$ cat src/rtl/cdc_handshake_rx.sv
`timescale 1ns/1ps
`default_nettype none
// ============================================================================
// Module      : cdc_handshake_rx
// Description : Receive side of a 4-phase req/ack clock-domain crossing.
//               The sender's request level is synchronized into outClk.
//               The payload is captured once on the synchronized request and
//               presented on a valid/ready interface. The acknowledge is
//               raised after the local consumer takes the word.
//
//   Ports
//     outClk     in   local clock, rising edge
//     rst        in   synchronous active-high reset
//     reqAsync   in   4-phase request level from the sender domain
//     dataAsync  in   sender payload, stable from req rise to ack rise
//     ackAsync   out  4-phase acknowledge level to the sender (flop output)
//     outValid   out  outData holds an undelivered word
//     outReady   in   local consumer ready
//     outData    out  captured payload, registered
//     protoErr   out  one-cycle pulse when req falls before it was acked
//
// Revision    : 1.0  initial release
// ============================================================================
module cdc_handshake_rx #(
    parameter int WIDTH       = 32,
    parameter int SYNC_STAGES = 2
) (
    input  logic             outClk,
    input  logic             rst,
    input  logic             reqAsync,
    input  logic [WIDTH-1:0] dataAsync,
    output logic             ackAsync,
    output logic             outValid,
    input  logic             outReady,
    output logic [WIDTH-1:0] outData,
    output logic             protoErr
);

    localparam logic [1:0] c_IDLE    = 2'd0;
    localparam logic [1:0] c_HOLD    = 2'd1;
    localparam logic [1:0] c_RELEASE = 2'd2;

    logic [SYNC_STAGES-1:0] r_reqSync;
    logic                   w_reqSync;
    logic                   r_reqSyncPrev;
    logic [1:0]             r_state;
    logic [1:0]             w_nextState;
    logic                   r_ack;
    logic                   w_nextAck;
    logic                   r_valid;
    logic                   w_nextValid;
    logic [WIDTH-1:0]       r_data;
    logic                   w_capture;
    logic                   r_protoErr;
    logic                   w_protoErr;

    // Only the last synchronizer stage is ever looked at by the control logic.
    assign w_reqSync = r_reqSync[SYNC_STAGES-1];

    always_ff @(posedge outClk) begin
        if (rst) begin
            r_reqSync     <= '0;
            r_reqSyncPrev <= 1'b0;
        end else begin
            r_reqSync     <= {r_reqSync[SYNC_STAGES-2:0], reqAsync};
            r_reqSyncPrev <= w_reqSync;
        end
    end

    always_comb begin
        w_nextState = r_state;
        w_nextValid = r_valid;
        w_nextAck   = r_ack;
        w_capture   = 1'b0;
        w_protoErr  = 1'b0;
        case (r_state)
            c_IDLE: begin
                w_nextValid = 1'b0;
                w_nextAck   = 1'b0;
                if (w_reqSync) begin
                    // dataAsync has been stable for at least SYNC_STAGES
                    // cycles by now, so a plain register capture is safe.
                    w_capture   = 1'b1;
                    w_nextValid = 1'b1;
                    w_nextState = c_HOLD;
                end
            end
            c_HOLD: begin
                w_nextValid = 1'b1;
                w_nextAck   = 1'b0;
                // Req withdrawn before ack: flag it once, but still deliver
                // the word and run the ack phase so the sender can recover.
                if (r_reqSyncPrev && !w_reqSync) begin
                    w_protoErr = 1'b1;
                end
                if (outReady) begin
                    w_nextValid = 1'b0;
                    w_nextAck   = 1'b1;
                    w_nextState = c_RELEASE;
                end
            end
            c_RELEASE: begin
                // Stay here while req is still high so the same request is
                // never captured twice.
                w_nextValid = 1'b0;
                w_nextAck   = 1'b1;
                if (!w_reqSync) begin
                    w_nextAck   = 1'b0;
                    w_nextState = c_IDLE;
                end
            end
            default: begin
                w_nextState = c_IDLE;
                w_nextValid = 1'b0;
                w_nextAck   = 1'b0;
            end
        endcase
    end

    always_ff @(posedge outClk) begin
        if (rst) begin
            r_state    <= c_IDLE;
            r_valid    <= 1'b0;
            r_ack      <= 1'b0;
            r_data     <= '0;
            r_protoErr <= 1'b0;
        end else begin
            r_state    <= w_nextState;
            r_valid    <= w_nextValid;
            r_ack      <= w_nextAck;
            r_protoErr <= w_protoErr;
            if (w_capture) begin
                r_data <= dataAsync;
            end
        end
    end

    assign ackAsync = r_ack;
    assign outValid = r_valid;
    assign outData  = r_data;
    assign protoErr = r_protoErr;

endmodule
`default_nettype wire

$ cat config.mk
export PLATFORM = sky130hd
export DESIGN_NAME = cdc_handshake_rx
export DESIGN_NICKNAME = d
export VERILOG_FILES = /design/src/rtl/cdc_handshake_rx.sv
export SDC_FILE = /design/constraint.sdc
export NUM_CORES = 1
export LEC_CHECK = 0
export CORE_MARGIN = 2
export CORE_UTILIZATION = 40
export CTS_CLUSTER_SIZE = 25
export DETAILED_ROUTE_END_ITERATION = 16
export GPL_TIMING_DRIVEN = 0
export PLACE_DENSITY = 0.75
export SLEW_MARGIN = 5
export SYNTH_ARGS = -nofsm -noshare
export SYNTH_HDL_FRONTEND = slang
export SYNTH_SLANG_ARGS = --single-unit
$ cat constraint.sdc
create_clock -name outClk -period 1.61 [get_ports outClk]
set_clock_uncertainty 0.2 [all_clocks]
set_input_delay 0.322 -clock outClk [delete_from_list [all_inputs] [get_ports outClk]]
set_output_delay 0.322 -clock outClk [all_outputs]
set_load 0.005 [all_outputs]
* After elaboration in Yosys (flattened, before gate mapping)
Cells that the tools add are included.
** Word-level totals
- Word-level logic and storage cells :: 29
- Flip-flop bits (word level) :: 40
** Operators by class
- Muxes and demuxes :: 11
- Bitwise gates (word level) :: 1
- Equal/unequal tests :: 5
- Reductions and logical operators :: 5
** Operators by type and width (count)
- 2-to-1 mux 2 bit :: 3
- inequality test 2 bit (second input constant) :: 3
- case mux 2 bit (3 select lines) :: 1
- 2-to-1 mux 1 bit :: 5
- case mux 1 bit (2 select lines) :: 2
- AND reduction 3 bit :: 1
- equality test 2 x 1 -> 1 bit (second input constant) :: 1
- equality test 2 bit (second input constant) :: 1
- logical NOT 2 bit :: 1
- OR reduction 2 bit :: 1
- logical AND 1 bit :: 1
- logical NOT 1 bit :: 1
- inverter 1 bit :: 1

* Longest topological paths before layout
- Word-level depth :: 3
- Gate-level depth with buffers :: 7
- Depth with buffers taken out :: 5

* Worst setup path before layout
Ideal clock, no wire load.
- Kind :: flip-flop to flip-flop
- From :: register r_state[0]
- To :: register r_data[21] (netlist: outData[21])
- Path slack :: 0.133 ns
- Arrival time :: 1.145 ns
- Cell stages (with the launch flop) :: 8
- Library setup time :: 0.132 ns
- Cell sequence :: dfxtp_1 -> inv_1 -> ha_1 -> and2_1 -> buf_6 -> buf_6 -> nand2_1 -> a21oi_2
** Between the ends
- Longest elaborated chain between the ends :: 2
** Ends and longest elaborated chain
- from (decl) :: RTL line 46 : logic [1:0] r_state;
- from (signal assigned) :: RTL line 122 : r_state <= c_IDLE;
- from (signal assigned) :: RTL line 128 : r_state <= w_nextState;
- logical NOT 2 bit :: RTL line 76 : case (r_state)
- 2-to-1 mux 1 bit :: RTL line 76
- to (signal assigned) :: RTL line 133 : r_data <= dataAsync;
- to (decl) :: RTL line 52 : logic [WIDTH-1:0] r_data;
Every way passes these cells.
A chain may end at the register's enable or synchronous reset.

* Final worst setup path
- From :: register r_state[0]
- To :: register r_data[0] (netlist: outData[0])
The elaborated chain is that of the path after synthesis.

==> metrics <==
result of the run complete, no violations; sequential area share after synthesis 0.525; Arrival @ worst endpoint 1.43 ns; delay-heaviest family, CP flip-flops; final period demand of the worst path 1.46 ns; DRC viols 0; number of input and output port buffers inserted 70; final worst hold slack 0.245 ns; maximum clock insertion buffer count 2; leakage power roughly 1.0 nW; classification of the worst setup path reg2reg; sinks on the clock net 40; syn_nets 214; first-pass GRT wire length 5400 µm; area of the mapped netlist 1530 µm²; endpoint required time on the critical path 1.58 ns; number of global-route vias before repair 1244; number of rows in the core area 22; Final Wtd Congestion 0.732; number of instances in the placed design 292; kind of start point of the critical path flop; Detailed Route Iter0 Violations 102; maximum clock frequency 684 MHz; worst-case setup margin in the final layout 0.149 ns; vertical die dimension 65.8 µm; worst rel slew slack 0.807; final instance count without filler cells 300; dpl ws -0.266 ns; power per unit of standard cell area 833 nW/µm²; clock tree from TritonCTS built; critical path fanouts, max 10; final non-filler cell area ~2400 µm²; detail-routed via count per cell between 4 and 5; utilization of the core after routing 0.646; slew at the pin closest to its max-slew limit 0.290 ns; share of Yosys cell area claimed by the top area cell type 0.525; fraction of the cycle the final worst path needs 0.908; Hold Fails Final Rpt 0; Setup TNS Final 0 ns; number of different library cells in the post-synthesis netlist 18; Hold Crit Class reg2reg; CTS H-tree depth 2; average cell area after synthesis approximately 8.8 µm²; horizontal die dimension about 66 µm; Core Region 3660 µm²; total gr overflow 0; Post-DRT Antenna Nets 0; # nets final 291; Clock Latency Late Sink 0.28 ns; die footprint 4330 µm²; vias post-DR 1393; initial antenna violation count 0; drt wl/cell 11.3 µm; Max Slew Vio Count 0; antenna diode instance count 0; maximum vdd ir drop 520 µV; number of top-level pins 71; clock edge transition at the registers on the reported setup and hold paths 0.07 ns; post-CTS setup repair buffer count 0; total of warnings raised by yosys 0; Setup crit end kind flop; GRT Overall Usage 0.164; maximum number of pins on one net before global-route repair 12; critical path's most frequent cell sky130_fd_sc_hd__buf_6; number of buffers and inverters on the critical path 3; crit-path max cell delay 0.37 ns; final setup fails 0; initial core utilization 0.417; Area after DPL 2290 µm²; flip-flop and latch count after synthesis 40; share of final-layout standard cells stronger than drive strength 1 0.171; setup repair after global routing missed its margin false; Synth Instances 174; Inserted Clock Buffers 5; # Max-Cap Violations 0; cell with the biggest individual delay on the critical path sky130_fd_sc_hd__dfxtp_2; router iterations before antenna repair 4; DRT Wirelength 3380 µm; Layout Area Growth over Synthesis 54.8%; CTS Root Cell sky130_fd_sc_hd__clkbuf_8; library cell occupying the most area in the post-synthesis netlist sky130_fd_sc_hd__dfxtp_1; Overall Power 1.97 mW; worst-path cell chain inv_2, ha_4, and2_1, buf_6, buf_6, nand2_1, a21oi_1; post-DP HPWL 2410 µm; leading cell types by total area after synthesis sky130_fd_sc_hd__dfxtp_1, sky130_fd_sc_hd__nand2_1, sky130_fd_sc_hd__a21oi_2
[flip-flops by register name, summed over array words and instances, names as in the netlist]
| signal | cells |
|---|---|
| ackAsync | 1 |
| r_reqSync | 2 |
| protoErr | 1 |
| outValid | 1 |
| r_state | 2 |
| r_reqSyncPrev | 1 |
| outData | 32 |
[layer usage]
| metal | vias up | part of all wire | track usage |
|---|---|---|---|
| met1 | 625 | 0.45 | 0.198 |
| met5 | - | 0 | 0 |
| li1 | 714 | - | - |
| met3 | 7 | 0.091 | 0.0681 |
| met4 | 0 | 0.011 | 0.0469 |
| met2 | 47 | 0.45 | 0.265 |
[path summary, 6_finish.rpt]
check,start,endpoint,slack (ns),cells after the start
hold / removal,r_reqSync[0],r_reqSync[1],0.24,1
setup reg to reg,r_state[0],outData[0],0.15,7
setup / recovery,r_state[0],outData[0],0.15,7
hold reg to reg,r_reqSync[0],r_reqSync[1],0.24,1
[synth_stat cells, drive strengths merged]
cell type,instances
nand2,69
dfxtp,40
a21oi,34
buf,10
ha,4
inv,4
nor2b,3
and2,2
nand2b,2
a311oi,1
a31oi,1
a41o,1
and4bb,1
clkbuf,1
o32ai,1
[logic make-up (layout without fill, tap and decap cells)]
| family | Yosys count | after routing | share of synthesized area |
|---|---|---|---|
| buf+inv | 15 | 93 | 0.0631 |
| simple gates | 77 | 77 | 0.207 |
| flops | 40 | 40 | 0.525 |
| compound gates | 38 | 38 | 0.173 |
| fa+ha+maj | 4 | 4 | 0.0328 |
[layout make-up]
cell class | count | area [µm²]
Buffer | 11 | 90.1
Timing Repair Buffer | 70 | 657
Clock buffer | 8 | 90.1
Fill cell | 334 | 1300
Inverter | 4 | 15.0
Multi-Input combinational cell | 119 | 644
Sequential cell | 40 | 807
Tap cell | 48 | 60.1
[layout by cell type (no fill, tap or decap), drive strengths merged]
| cell type | n |
|---|---|
| inv | 4 |
| a31oi | 1 |
| a21oi | 34 |
| nor2b | 3 |
| clkdlybuf4s50 | 35 |
| o32ai | 1 |
| nand2b | 2 |
| a311oi | 1 |
| ha | 4 |
| nand2 | 69 |
| dlygate4sd2 | 35 |
| and2 | 2 |
| clkbuf | 9 |
| dfxtp | 40 |
| and4bb | 1 |
| a41o | 1 |
| buf | 10 |
[where the power goes]
group	internal (mW)	leakage (nW)	switching [mW]	total (mW)
Sequential	1.02	0.327	0.0169	1.04
Combinational	0.154	0.635	0.106	0.260
Clock	0.349	0.0455	0.319	0.668
[what timing repair did]
item	CTS	global route
gates cloned	0	0
resized for setup	43	7
hold buffers	0	0
endpoints found under the setup margin	64	29
pin swaps	0	0
Note: power is estimated with default switching activity, not from simulation.
